### config.mk
export PLATFORM = sky130hd
export DESIGN_NAME = ai_paddle_tracker
export DESIGN_NICKNAME = d
export VERILOG_FILES = /design/src/rtl/pong_pkg.sv /design/src/rtl/ai_rate_table.sv /design/src/rtl/ai_paddle_tracker.sv
export SDC_FILE = /design/constraint.sdc
export NUM_CORES = 1
export LEC_CHECK = 0
export ABC_AREA = 1
export BUFFER_PORTS_ARGS = -buffer_cell sky130_fd_sc_hd__buf_2
export CAP_MARGIN = 20
export CORE_ASPECT_RATIO = 1.2
export CORE_MARGIN = 2
export CORE_UTILIZATION = 55
export DETAILED_ROUTE_END_ITERATION = 10
export PLACE_DENSITY_LB_ADDON = 0.05
export SYNTH_ARGS = -nofsm -noshare
export SYNTH_HDL_FRONTEND = slang
export SYNTH_SLANG_ARGS = --single-unit
### constraint.sdc
create_clock -name clk -period 5 [get_ports clk]
set_clock_uncertainty 0.15 [all_clocks]
set_input_delay 1.5 -clock clk [delete_from_list [all_inputs] [get_ports clk]]
set_output_delay 1.5 -clock clk [all_outputs]
set_load 0.02 [all_outputs]
### src/rtl/pong_pkg.sv
// Shared Pong definitions: playfield defaults, difficulty codes and the
// computer-opponent FSM state type.
// Ports: none (package).
package pong_pkg;

  // Playfield defaults shared by the player paddle, AI paddle and renderer.
  localparam int unsigned Y_MAX_DEFAULT    = 480;
  localparam int unsigned PADDLE_H_DEFAULT = 64;

  // Width of the tick / reaction counters; wide enough for the largest
  // reaction delay (6,000,000 cycles).
  localparam int unsigned CNT_W = 24;

  typedef logic [1:0] diff_t;

  localparam diff_t DIFF_OFF  = 2'b00;
  localparam diff_t DIFF_EASY = 2'b01;
  localparam diff_t DIFF_MED  = 2'b10;
  localparam diff_t DIFF_HARD = 2'b11;

  typedef enum logic [1:0] {
    IDLE     = 2'd0,
    REACT    = 2'd1,
    TRACK    = 2'd2,
    RECENTER = 2'd3
  } ai_state_t;

endpackage

### src/rtl/ai_rate_table.sv
// Difficulty lookup for the AI paddle: maps diff to the number of clock
// cycles per 1 px step and the reaction delay applied before tracking.
// Ports:
//   diff          in   difficulty code (00 = off, 01 easy, 10 med, 11 hard)
//   ticks_per_px  out  cycles per pixel step
//   react_cycles  out  reaction delay in cycles
module ai_rate_table
  import pong_pkg::*;
#(
  parameter int unsigned TICKS_EASY = 80000,
  parameter int unsigned TICKS_MED  = 40000,
  parameter int unsigned TICKS_HARD = 20000,
  parameter int unsigned REACT_EASY = 6000000,
  parameter int unsigned REACT_MED  = 3000000,
  parameter int unsigned REACT_HARD = 0
) (
  input  diff_t            diff,
  output logic [CNT_W-1:0] ticks_per_px,
  output logic [CNT_W-1:0] react_cycles
);

  // Select the rate pair for the current difficulty.
  always_comb begin
    ticks_per_px = CNT_W'(TICKS_EASY);
    react_cycles = CNT_W'(REACT_EASY);
    case (diff)
      DIFF_EASY: begin
        ticks_per_px = CNT_W'(TICKS_EASY);
        react_cycles = CNT_W'(REACT_EASY);
      end
      DIFF_MED: begin
        ticks_per_px = CNT_W'(TICKS_MED);
        react_cycles = CNT_W'(REACT_MED);
      end
      DIFF_HARD: begin
        ticks_per_px = CNT_W'(TICKS_HARD);
        react_cycles = CNT_W'(REACT_HARD);
      end
      default: begin
        // AI off: the paddle is frozen, so the values are never used.
        ticks_per_px = CNT_W'(TICKS_EASY);
        react_cycles = CNT_W'(REACT_EASY);
      end
    endcase
  end

endmodule

### src/rtl/ai_paddle_tracker.sv
// Computer opponent for Pong. Owns the paddle position, follows the ball at
// a per-difficulty speed after a reaction delay, ignores small errors
// (dead-zone) and drifts back to the centre while the ball travels away.
// Ports:
//   clk          in   system clock
//   reset        in   asynchronous active-low reset
//   game_on      in   1 = play running, 0 = freeze
//   diff         in   difficulty (00 off/hold, 01 easy, 10 med, 11 hard)
//   ball_y       in   ball centre y in px (y grows downward)
//   ball_toward  in   1 = ball travelling toward this paddle
//   position     out  paddle top edge y in px
//   moving_up    out  last evaluation stepped the paddle up
//   moving_down  out  last evaluation stepped the paddle down
module ai_paddle_tracker
  import pong_pkg::*;
#(
  parameter int unsigned Y_MAX      = Y_MAX_DEFAULT,
  parameter int unsigned PADDLE_H   = PADDLE_H_DEFAULT,
  parameter int unsigned POS_W      = 10,
  parameter int unsigned DEADZONE   = 4,
  parameter int unsigned TICKS_EASY = 80000,
  parameter int unsigned TICKS_MED  = 40000,
  parameter int unsigned TICKS_HARD = 20000,
  parameter int unsigned REACT_EASY = 6000000,
  parameter int unsigned REACT_MED  = 3000000,
  parameter int unsigned REACT_HARD = 0
) (
  input  logic             clk,
  input  logic             reset,
  input  logic             game_on,
  input  diff_t            diff,
  input  logic [POS_W-1:0] ball_y,
  input  logic             ball_toward,
  output logic [POS_W-1:0] position,
  output logic             moving_up,
  output logic             moving_down
);

  // Two extra bits: one for sign, one so ball_y minus paddle centre never
  // overflows.
  localparam int unsigned ERR_W = POS_W + 2;

  localparam logic [POS_W-1:0] CENTER_POS = POS_W'((Y_MAX - PADDLE_H) / 2);
  localparam logic [POS_W-1:0] PMAX_POS   = POS_W'(Y_MAX - PADDLE_H);
  localparam logic [POS_W-1:0] POS_ZERO   = POS_W'(0);
  localparam logic [POS_W-1:0] POS_ONE    = POS_W'(1);
  localparam logic [ERR_W-1:0] HALF_H     = ERR_W'(PADDLE_H / 2);
  localparam logic signed [ERR_W-1:0] DZ_POS = ERR_W'(DEADZONE);
  localparam logic signed [ERR_W-1:0] DZ_NEG = -(ERR_W'(DEADZONE));
  localparam logic [CNT_W-1:0] CNT_ZERO = CNT_W'(0);
  localparam logic [CNT_W-1:0] CNT_ONE  = CNT_W'(1);

  logic [CNT_W-1:0] ticks_per_px;
  logic [CNT_W-1:0] react_cycles;

  ai_rate_table #(
    .TICKS_EASY (TICKS_EASY),
    .TICKS_MED  (TICKS_MED),
    .TICKS_HARD (TICKS_HARD),
    .REACT_EASY (REACT_EASY),
    .REACT_MED  (REACT_MED),
    .REACT_HARD (REACT_HARD)
  ) u_rate_table (
    .diff         (diff),
    .ticks_per_px (ticks_per_px),
    .react_cycles (react_cycles)
  );

  ai_state_t        state_q, state_d;
  logic [CNT_W-1:0] tick_q, tick_d;
  logic [CNT_W-1:0] react_q, react_d;
  logic [POS_W-1:0] position_q, position_d;
  logic             moving_up_q, moving_up_d;
  logic             moving_down_q, moving_down_d;
  diff_t            diff_prev_q, diff_prev_d;

  logic                    run_ok;
  logic [ERR_W-1:0]        paddle_mid;
  logic signed [ERR_W-1:0] err;
  logic                    want_up, want_down;
  logic                    step_up, step_down;

  assign run_ok = game_on && (diff != DIFF_OFF);

  // State register.
  always_ff @(posedge clk or negedge reset) begin
    if (!reset) begin
      state_q <= IDLE;
    end else begin
      state_q <= state_d;
    end
  end

  // Next-state logic; game_on=0 or AI off overrides everything.
  always_comb begin
    state_d = state_q;
    if (!run_ok) begin
      state_d = IDLE;
    end else begin
      case (state_q)
        IDLE: begin
          if (ball_toward) state_d = REACT;
          else             state_d = RECENTER;
        end
        REACT: begin
          if (react_q == CNT_ZERO) state_d = TRACK;
          else                     state_d = REACT;
        end
        TRACK: begin
          if (!ball_toward) state_d = RECENTER;
          else              state_d = TRACK;
        end
        RECENTER: begin
          if (ball_toward) state_d = REACT;
          else             state_d = RECENTER;
        end
        default: state_d = IDLE;
      endcase
    end
  end

  // Tracking error against the paddle centre, plus the wanted direction
  // for the current state.
  always_comb begin
    paddle_mid = {2'b00, position_q} + HALF_H;
    err        = $signed({2'b00, ball_y}) - $signed(paddle_mid);
    want_up    = 1'b0;
    want_down  = 1'b0;
    if (state_q == TRACK) begin
      want_down = (err > DZ_POS);
      want_up   = (err < DZ_NEG);
    end else if (state_q == RECENTER) begin
      want_down = (position_q < CENTER_POS);
      want_up   = (position_q > CENTER_POS);
    end else begin
      want_up   = 1'b0;
      want_down = 1'b0;
    end
    // Clamp: a step that would leave [0, PMAX] is dropped, never wrapped.
    step_down = want_down && (position_q < PMAX_POS);
    step_up   = want_up && (position_q > POS_ZERO);
  end

  // Datapath next values: reaction counter, tick counter, position, flags.
  always_comb begin
    diff_prev_d   = diff;
    react_d       = react_q;
    tick_d        = tick_q;
    position_d    = position_q;
    moving_up_d   = moving_up_q;
    moving_down_d = moving_down_q;

    // Reaction delay is re-armed on every entry into REACT.
    if ((state_d == REACT) && (state_q != REACT)) begin
      react_d = react_cycles;
    end else if ((state_q == REACT) && (react_q != CNT_ZERO)) begin
      react_d = react_q - CNT_ONE;
    end else begin
      react_d = react_q;
    end

    if (!run_ok || ((state_q != TRACK) && (state_q != RECENTER))) begin
      tick_d        = CNT_ZERO;
      moving_up_d   = 1'b0;
      moving_down_d = 1'b0;
    end else if (diff != diff_prev_q) begin
      // Restart the step period so the new rate starts from a clean count.
      tick_d = CNT_ZERO;
    end else if ((tick_q + CNT_ONE) >= ticks_per_px) begin
      // Terminal count: evaluate once and step at most 1 px.
      tick_d        = CNT_ZERO;
      moving_up_d   = step_up;
      moving_down_d = step_down;
      if (step_down) begin
        position_d = position_q + POS_ONE;
      end else if (step_up) begin
        position_d = position_q - POS_ONE;
      end else begin
        position_d = position_q;
      end
    end else begin
      tick_d = tick_q + CNT_ONE;
    end
  end

  // Datapath registers.
  always_ff @(posedge clk or negedge reset) begin
    if (!reset) begin
      tick_q        <= CNT_ZERO;
      react_q       <= CNT_ZERO;
      position_q    <= CENTER_POS;
      moving_up_q   <= 1'b0;
      moving_down_q <= 1'b0;
      diff_prev_q   <= DIFF_OFF;
    end else begin
      tick_q        <= tick_d;
      react_q       <= react_d;
      position_q    <= position_d;
      moving_up_q   <= moving_up_d;
      moving_down_q <= moving_down_d;
      diff_prev_q   <= diff_prev_d;
    end
  end

  assign position    = position_q;
  assign moving_up   = moving_up_q;
  assign moving_down = moving_down_q;

endmodule

==> results of run 1 <==
[state kept, by name, summed over array words and instances (netlist names)]
name,count
tick_q,24
moving_up,1
react_q,24
state_q,2
moving_down,1
diff_prev_q,2
position,10
[synthesized netlist by cell type, drive strengths merged, types with 3 or more instances]
master	count
inv	112
xnor2	16
a211oi	3
a221oi	4
nand2	198
a21oi	19
a31oi	5
nand4	19
or2	3
nor2	104
buf	4
nand3	53
xor2	21
clkbuf	4
dfstp	3
o21ai	13
dfrtp	61
ha	43
nand3b	4
nor3	8
o21bai	3
nor4	8
o211ai	4
[critical path, delay by kind of cell]
kind	cells	cell delay (ns)
xor+xnor	1	0.15
buf+inv	5	0.41
fa+ha+maj	4	1.15
compound gates	4	0.58
simple gates	15	1.02
[placed cells by master (no fill, tap or decap), types with 2 or more instances in the layout]
| master | instances |
|---|---|
| o211ai_1 | 4 |
| nor3b_1 | 2 |
| nand2_1 | 195 |
| inv_1 | 109 |
| nor4_1 | 8 |
| a21oi_1 | 16 |
| xor2_1 | 21 |
| dfstp_2 | 3 |
| nor2_4 | 12 |
| xnor2_1 | 16 |
| inv_2 | 3 |
| a31oi_1 | 5 |
| clkbuf_8 | 12 |
| nand2_2 | 3 |
| conb_1 | 7 |
| nand3b_1 | 4 |
| nor2_2 | 2 |
| a221oi_1 | 4 |
| nand3_1 | 53 |
| nor2_1 | 90 |
| o21bai_1 | 3 |
| or2_2 | 2 |
| buf_2 | 27 |
| a211oi_1 | 3 |
| ha_1 | 42 |
| a21oi_2 | 3 |
| buf_4 | 15 |
| clkinv_1 | 2 |
| nor3_1 | 8 |
| clkbuf_1 | 2 |
| bufinv_16 | 2 |
| o21ai_0 | 12 |
| dfrtp_1 | 61 |
| nand4_1 | 18 |
[layout make-up]
| cell class | instances | share of cell area [%] |
|---|---|---|
| clock buffers | 14 | 2.996 |
| clock inverters | 2 | 1.042 |
| inverters | 114 | 7.425 |
| multi-input cells | 547 | 53.78 |
| flip-flops and latches | 64 | 27.85 |
| well taps | 120 | 2.605 |
| repair buffers | 42 | 4.299 |
[cells by family after synthesis]
kind of cell	count (synthesis)
buffers and inverters	122
DFF	64
adders and majority gates	45
xor gates and xnor gates	37
AOI/OAI and AO/OA	54
other	1
and+or+nand+nor	404
[layer usage]
metal	share of wire [%]	up-vias	GRT usage [%]
li1	-	2420	-
met1	43	2194	30.48
met2	50	103	47.24
met3	4.4	24	3.943
met4	2.7	0	10.34
met5	0	-	0
[power by group]
group          internal, uW  switching [uW]  total [uW]  leakage (uW)
registers               621             107         728      0.000809
logic                   439             622        1060       0.00201
clock network           322             200         522      0.000117
total                  1380             929        2310       0.00294
[stage by stage]
step,hold slack (ns),setup WS [ns],cell area [um^2],TNS (ns)
after global placement,0.3412,-0.03871,5518,-0.04525
after detailed placement,0.3462,-0.1504,5518,-0.3023
after global routing,0.3914,0.003294,5763,0
final,0.3534,0.3220,5763,0
after floorplan,0.3208,0.09282,5176,0
after CTS,0.3573,0.2115,5751,0
[worst min path at each step]
| stage | endpoint | slack (ns) | depth (start not counted) | start |
|---|---|---|---|---|
| detailed placement | position[4] | 0.35 | 2 | position[4] |
| global placement | position[4] | 0.34 | 2 | position[4] |
| CTS | position[4] | 0.36 | 2 | position[4] |
| floorplan | react_q[1] | 0.32 | 2 | react_q[1] |
| finish | position[4] | 0.35 | 2 | position[4] |
| global route | position[6] | 0.39 | 2 | position[6] |
[repair_timing]
item,CTS,global route
setup endpoints to repair,0,4
hold buffers,0,0
gates resized for setup,0,5
==> impl_metrics.yaml, run 1 <==
synthesis:
  synthAdderAreaFrac_pct: 11.22
  synth_simple_gate_area_share_pct: 35.46
  synthFlopType: "dfrtp_1"
  synth_top_area_share_pct: 29.63
  ys_seq_area_share_pct: 31.16
  synth.cell_area_um2: 5151
  synth_compound_area_share_pct: 6.388
  synth.area.top_cells: "dfrtp_1, nand2_1, ha_1"
  synth-edff-count: 0
  synth-seq-cells: 64
  synthDistinctLibCells: 44
  synth_mux_area_share_pct: 0
  syn_inst: 727
  synth_top_cell_by_area: "dfrtp_1"
  synth_xor_area_share_pct: 6.291
  async_flop_share_pct: 100.0
  synth_top_family_by_area: "simple AND/OR/NAND/NOR gates"
  avgSynthCellArea_um2: 7.086
  yosys_warnings: 0
layout:
  final_core_utilization_pct: 63.46
  syn_to_final_growth_pct: 11.88
  multiInputGateArea_um2: 3099
  drive_above_1_share_pct: 11.49
  register_area_um2: 1605
  instances_no_fill: 903
  final_net_count: 839
  diodes: 0
  nFillCells: 832
cts:
  htreeDepth: 3
  cts_made_buffers: 9
  cts_tree: "yes"
  cts_root_buffer: "clkbuf_8"
  postCtsSetupRepairBufs: 0
  clockBufferDepth: 2
  clk_pin_slew_ns: 0.07
  clk_latency_ns: 0.35
  clock-sinks: 64
die:
  fp.dieW_um: 92.35
  io_pins: 28
  dieArea_um2: 10160
  start_util_pct: 56.72
  placementRows: 38
  die_height_um: 110.0
  core_area_um2: 9081
power:
  p_total_uw: 2311
  p_leak_uw: 0.002940
  ir_drop_uv: 288.1
  p_per_area_nw_per_um2: 401.0
placed_design:
  place_congestion: 0.9242
  post-place-cells: 887
  port_buffers: 27
  dp_hpwl_um: 9293
timing:
  setup_viol: 0
  period_share_pct: 93.56
  worst_pin_slew_ns: 0.7169
  rsz0062_at_grt: "no"
  maxSlewViolCount: 0
  hold_violations: 0
  max_freq_ghz: 0.2138
  min_period_ns: 4.678
  maxSlewHeadroom_pct: 52.21
worst_setup_path:
  timing.rr.end: "tick_q[6]"
  max_stage_delay_ns: 0.38
  r2r.worst_path.cells: 16
  worst-path-max-fanout: 4
  worstSetupPathType: "input pin to flop"
  r2r_slack_ns: 0.92
  slowest_stage: "fa_2"
  worstPathRequired_ns: 5.14
  arrival_ns: 4.82
  critPathLaunchType: "input pin"
  cp-startpoint: "ball_y[1]"
  r2r_start: "tick_q[0]"
  cpMostUsedCell: "nand2_1"
  cp-endpoint: "position[7]"
  end_kind: "flop"
run_status:
  outcome: "finished, final reports clean"
global_route:
  track_usage_pct: 25.84
  antenna_found_initial: 0
  grt_overflow_total: 0
  grt_pass1_wl_um: 21010
  grt_pass1_vias: 4772
  grt_start_max_net_pins: 35
drt:
  drt-total-wl_um: 12030
  drtIter0Drc: 207
  ant_nets: 0
  dr.pass1.iters: 6
  via_per_inst: 5.250
  drc: 0
  dr_total_vias: 4741
  wire_per_inst_um: 13.32
job:
  cap_violations: 0
worst_hold_path:
  min_path_type: "flop to flop"
Note: power is estimated with default switching activity, not from simulation.
==> run 2, diff against run 1 <==
==> constraint.sdc (replaced) <==
create_clock -name clk -period 5 [get_ports clk]
set_clock_uncertainty 0.15 [all_clocks]
set_input_delay 0.75 -clock clk [delete_from_list [all_inputs] [get_ports clk]]
set_output_delay 0.75 -clock clk [all_outputs]
set_load 0.02 [all_outputs]
==> run 2 against run 1 <==
Clock power decreased by 17%. First-iteration DRC count increased by 15%. Sequential share of layout area increased by 0.71 points. Largest cell class unchanged. Highest routed layer unchanged.
==> impl_metrics.yaml, run 2 (synthesized netlist as in run 1, its figures left out) <==
placed_design:
  place_congestion: 0.8908
  port_buffers: 27
  dp_hpwl_um: 9392
  post-place-ws_ns: 0.3788
worst_setup_path:
  crit_family: "adder cells"
  arrival_ns: 4.51
  worstSetupPathType: "flop to flop"
  max_stage_delay_ns: 0.44
  slowest_stage: "dfrtp_1"
  worstPathRequired_ns: 5.14
  critPathLaunchType: "flop"
  path_buf_inv: 4
  end_kind: "flop"
  cpMostUsedCell: "nand2_1"
  worst-path-max-fanout: 8
timing:
  min_period_ns: 4.372
  worst_pin_slew_ns: 0.6856
  period_share_pct: 87.44
  rsz0062_at_grt: "no"
  max_freq_ghz: 0.2287
  final.setup.tns_ns: 0
  maxSlewViolCount: 0
  hold_violations: 0
  setup_ws_ns: 0.6279
  maxSlewHeadroom_pct: 53.87
  setup_viol: 0
cts:
  cts_root_buffer: "clkbuf_8"
  clock-sinks: 64
  postCtsSetupRepairBufs: 0
  clk_pin_slew_ns: 0.07
  clk_latency_ns: 0.35
  cts_made_buffers: 9
  htreeDepth: 3
  cts_resized: 0
  postCtsHoldBufs: 0
  clockBufferDepth: 2
  cts_tree: "yes"
power:
  intPower_uw: 1234
  p_leak_uw: 0.002873
  p_clk_share_pct: 19.9
  combPwrFrac_pct: 46.5
  p_seq_share_pct: 33.5
  ir_drop_uv: 229.4
  p_per_area_nw_per_um2: 384.9
  p_sw_share_pct: 42.95
  power.net_switching_uw: 929.1
drt:
  via_per_inst: 5.389
  drt-total-wl_um: 12190
  wire_per_inst_um: 13.65
  drtIter0Drc: 238
  drc: 0
  dr.pass1.iters: 5
  ant_nets: 0
  dr_total_vias: 4812
die:
  placementRows: 38
  fp.dieW_um: 92.35
  die_height_um: 110.0
  dieArea_um2: 10160
  core_area_um2: 9081
  io_pins: 28
  start_util_pct: 56.72
global_route:
  track_usage_pct: 25.22
  antenna_found_initial: 0
  grt_start_max_net_pins: 42
  grt_pass1_vias: 4759
  grt_pass1_wl_um: 20420
  grt_overflow_total: 0
layout:
  diodes: 0
  layout_commonest_cell: "nand2_1"
  final_net_count: 829
  drive_above_1_share_pct: 9.573
  syn_to_final_growth_pct: 9.109
  final_cell_mix: "nand2_1, inv_1, nor2_1, dfrtp_1, nand3_1"
  nFillCells: 829
  final_core_utilization_pct: 61.89
run_status:
  outcome: "finished, final reports clean"
worst_hold_path:
  min_path_type: "input pin to async pin"
job:
  cap_violations: 0
## run 2: cell count changes in the layout (fill, tap and decap cells not counted), sizes merged
cell    change
buf        -10
clkbuf      -2
clkinv      +3
bufinv      -1
## run 2: cell type report
type | count | area [um^2] | area share [%]
multi-input cells | 547 | 3084 | 54.88
clock buffers | 12 | 135.1 | 2.404
inverters | 114 | 427.9 | 7.614
flip-flops and latches | 64 | 1605 | 28.56
clock inverters | 4 | 45.04 | 0.8014
repair buffers | 32 | 172.7 | 3.072
well taps | 120 | 150.1 | 2.671
## run 2: through the flow
stage                     total power (uW)  hold slack, ns  std cells  instance area [um^2]
after detailed placement              1725          0.3500        877                  5440
after global placement                1689          0.3391        877                  5440
after global routing                  2355          0.2653        893                  5620
after CTS                             2164          0.2334        893                  5620
after floorplan                       1485          0.3044        733                  5174
final                                 2163          0.2215        893                  5620
## run 2: power groups by stage
stage	registers (uW)	clock network (uW)	logic [uW]
final	726	431	1010
after global routing	738	458	1160
after CTS	724	440	1000
after detailed placement	733	0	992
after global placement	730	0	959
after floorplan	725	0	760
## run 2: final timing paths
path	from	depth (start not counted)	slack (ns)	endpoint
hold reg to reg	position[4]	2	0.36	position[4]
setup / recovery	position[1]	29	0.63	position[8]
setup reg to reg	position[1]	29	0.63	position[8]
max in group asynchronous	reset	2	3.54	position[6]
hold / removal	reset	1	0.22	react_q[17]
min in group clk	position[4]	2	0.36	position[4]
## run 2: per-layer routing
layer | GRT usage, % | vias to the layer above | wire (um) | part of all wire (%)
met1 | 27.50 | 2246 | 5048 | 41
met2 | 47.65 | 134 | 6249 | 51
met4 | 12.26 | 0 | 364 | 3.0
met3 | 3.943 | 28 | 529 | 4.3
li1 | - | 2404 | - | -
met5 | 0 | - | 0 | 0
## run 2: worst register-to-register path, delay by kind of cell (launching register included)
family	cells	cell delay, ns
AOI/OAI and AO/OA	5	0.74
xor gates and xnor gates	1	0.13
adders and majority gates	4	1.25
buffers and inverters	4	0.52
DFF	1	0.44
and+or+nand+nor	15	1.10
==> run 3, diff against run 2 <==
--- a/config.mk
+++ b/config.mk
@@ -6,12 +6,13 @@
 export NUM_CORES = 1
 export LEC_CHECK = 0
 export ABC_AREA = 1
-export BUFFER_PORTS_ARGS = -buffer_cell sky130_fd_sc_hd__buf_2
+export BUFFER_PORTS_ARGS = -buffer_cell sky130_fd_sc_hd__buf_4
 export CAP_MARGIN = 20
 export CORE_ASPECT_RATIO = 1.2
 export CORE_MARGIN = 2
-export CORE_UTILIZATION = 55
+export CORE_UTILIZATION = 62
 export DETAILED_ROUTE_END_ITERATION = 10
+export HOLD_SLACK_MARGIN = 0.12
 export PLACE_DENSITY_LB_ADDON = 0.05
 export SYNTH_ARGS = -nofsm -noshare
 export SYNTH_HDL_FRONTEND = slang
==> run 3 against run 2 <==
Wire length fell by 3.9%. Final area grew 0.27%. Cell count shrank 2.9%. Global-route usage increased by 2.7 points. Register-to-register slack is essentially flat. Worst hold slack better by 0.12 ns. Sequential cell count unchanged. Sequential share of layout area is 0.076 points lower. Combinational power hardly changed. Critical path type unchanged. Largest power group unchanged. Highest routed layer unchanged.
==> impl_metrics.yaml, run 3 (synthesized netlist as in run 1, its figures left out) <==
worst_setup_path:
  worst-path-max-fanout: 10
  slowest_stage: "fa_1"
  worstPathRequired_ns: 5.14
  r2r_slack_ns: 0.62
  arrival_ns: 4.52
  timing.rr.end: "position[8]"
  worstSetupPathType: "flop to flop"
  r2r.worst_path.cells: 29
  r2r_start: "position[1]"
  end_kind: "flop"
  cpMostUsedCell: "nand2_1"
  critPathLaunchType: "flop"
  max_stage_delay_ns: 0.43
global_route:
  grt_pass1_wl_um: 20380
  antenna_found_initial: 0
  track_usage_pct: 27.91
  grt_overflow_total: 0
  grt_start_max_net_pins: 65
  grt_pass1_vias: 4822
die:
  die_height_um: 103.9
  fp.dieW_um: 87.21
  io_pins: 28
  dieArea_um2: 9057
  core_area_um2: 8108
  start_util_pct: 63.53
  placementRows: 36
timing:
  setup_viol: 0
  max_freq_ghz: 0.2283
  worst_pin_slew_ns: 0.8006
  maxSlewHeadroom_pct: 46.63
  timing.hold.ws_ns: 0.3383
  final.setup.tns_ns: 0
  maxSlewViolCount: 0
  rsz0062_at_grt: "no"
  min_period_ns: 4.380
  period_share_pct: 87.59
  hold_violations: 0
cts:
  postCtsSetupRepairBufs: 0
  clk_latency_ns: 0.35
  cts_root_buffer: "clkbuf_8"
  clockBufferDepth: 2
  clk_pin_slew_ns: 0.07
  cts_tree: "yes"
  postCtsHoldBufs: 0
  clock-sinks: 64
  htreeDepth: 3
  cts_resized: 0
  cts_made_buffers: 9
layout:
  final_cell_mix: "nand2_1, inv_1, nor2_1, dfrtp_1, nand3_1"
  layout_commonest_cell: "nand2_1"
  stdcell_area_um2: 5635
  diodes: 0
  instances_no_fill: 867
  syn_to_final_growth_pct: 9.400
  final_net_count: 828
  drive_above_1_share_pct: 9.456
power:
  p_leak_uw: 0.002871
  intPower_uw: 1209
  ir_drop_uv: 223.7
  p_sw_share_pct: 43.42
  combPwrFrac_pct: 47.6
  power.net_switching_uw: 927.5
  p_per_area_nw_per_um2: 379.1
  p_seq_share_pct: 34.0
  p_clk_share_pct: 18.4
  p_total_uw: 2136
placed_design:
  port_buffers: 27
  dp_hpwl_um: 9028
  placed_cell_area_um2: 5469
  place_congestion: 0.9103
  post-place-cells: 851
job:
  cap_violations: 0
drt:
  drc: 0
  wire_per_inst_um: 13.52
  dr.pass1.iters: 4
  drt-total-wl_um: 11720
  via_per_inst: 5.458
  drtIter0Drc: 206
  ant_nets: 0
  dr_total_vias: 4732
worst_hold_path:
  min_path_type: "input pin to async pin"
run_status:
  outcome: "finished, final reports clean"
-- run 3: area by class of cell --
class	instances	area [um^2]
Clock buffer	13	148.9
Timing Repair Buffer	31	232.7
Tap cell	95	118.9
Clock inverter	3	17.52
Fill cell	718	2472
Inverter	114	427.9
Sequential cell	64	1605
Multi-Input combinational cell	547	3084
-- run 3: per-layer routing --
metal / share of wire, % / GRT usage (%)
met5: 0 / 0
met4: 3.7 / 15.16
met3: 4.5 / 4.286
met2: 51 / 47.16
met1: 41 / 33.40
-- run 3: power groups by stage --
stage          registers (uW)  clock network [uW]  logic (uW)
5_1_grt                   739                 427        1160
4_1_cts                   724                 404        1010
3_3_place_gp              728                   0         961
6_report                  726                 392        1020
3_5_place_dp              732                   0        1000
2_1_floorplan             725                   0         760
-- run 3: through the flow --
step | util (%) | setup slack (ns)
floorplan | - | 0.7436
global placement | 67.45 | 0.5544
detailed placement | 67.45 | 0.3896
CTS | 69.51 | 0.6636
global route | 69.51 | 0.1329
finish | 69.51 | 0.6203
-- run 3: critical path: cells and delay by family, from the launching register on --
| family | cells | cell delay [ns] |
|---|---|---|
| compound gates | 5 | 0.84 |
| flops | 1 | 0.42 |
| buf+inv | 4 | 0.47 |
| simple gates | 15 | 1.05 |
| xor+xnor | 1 | 0.13 |
| fa+ha+maj | 4 | 1.26 |
-- run 3: worst max path at each step --
stage                     cells after the start           to   startpoint
after detailed placement                     29  position[8]    ball_y[1]
after global placement                       29  position[8]    ball_y[1]
after floorplan                              27  position[8]    ball_y[1]
final                                        29  position[8]  position[1]
after global routing                         29  position[8]  position[1]
after CTS                                    29  position[8]  position[1]
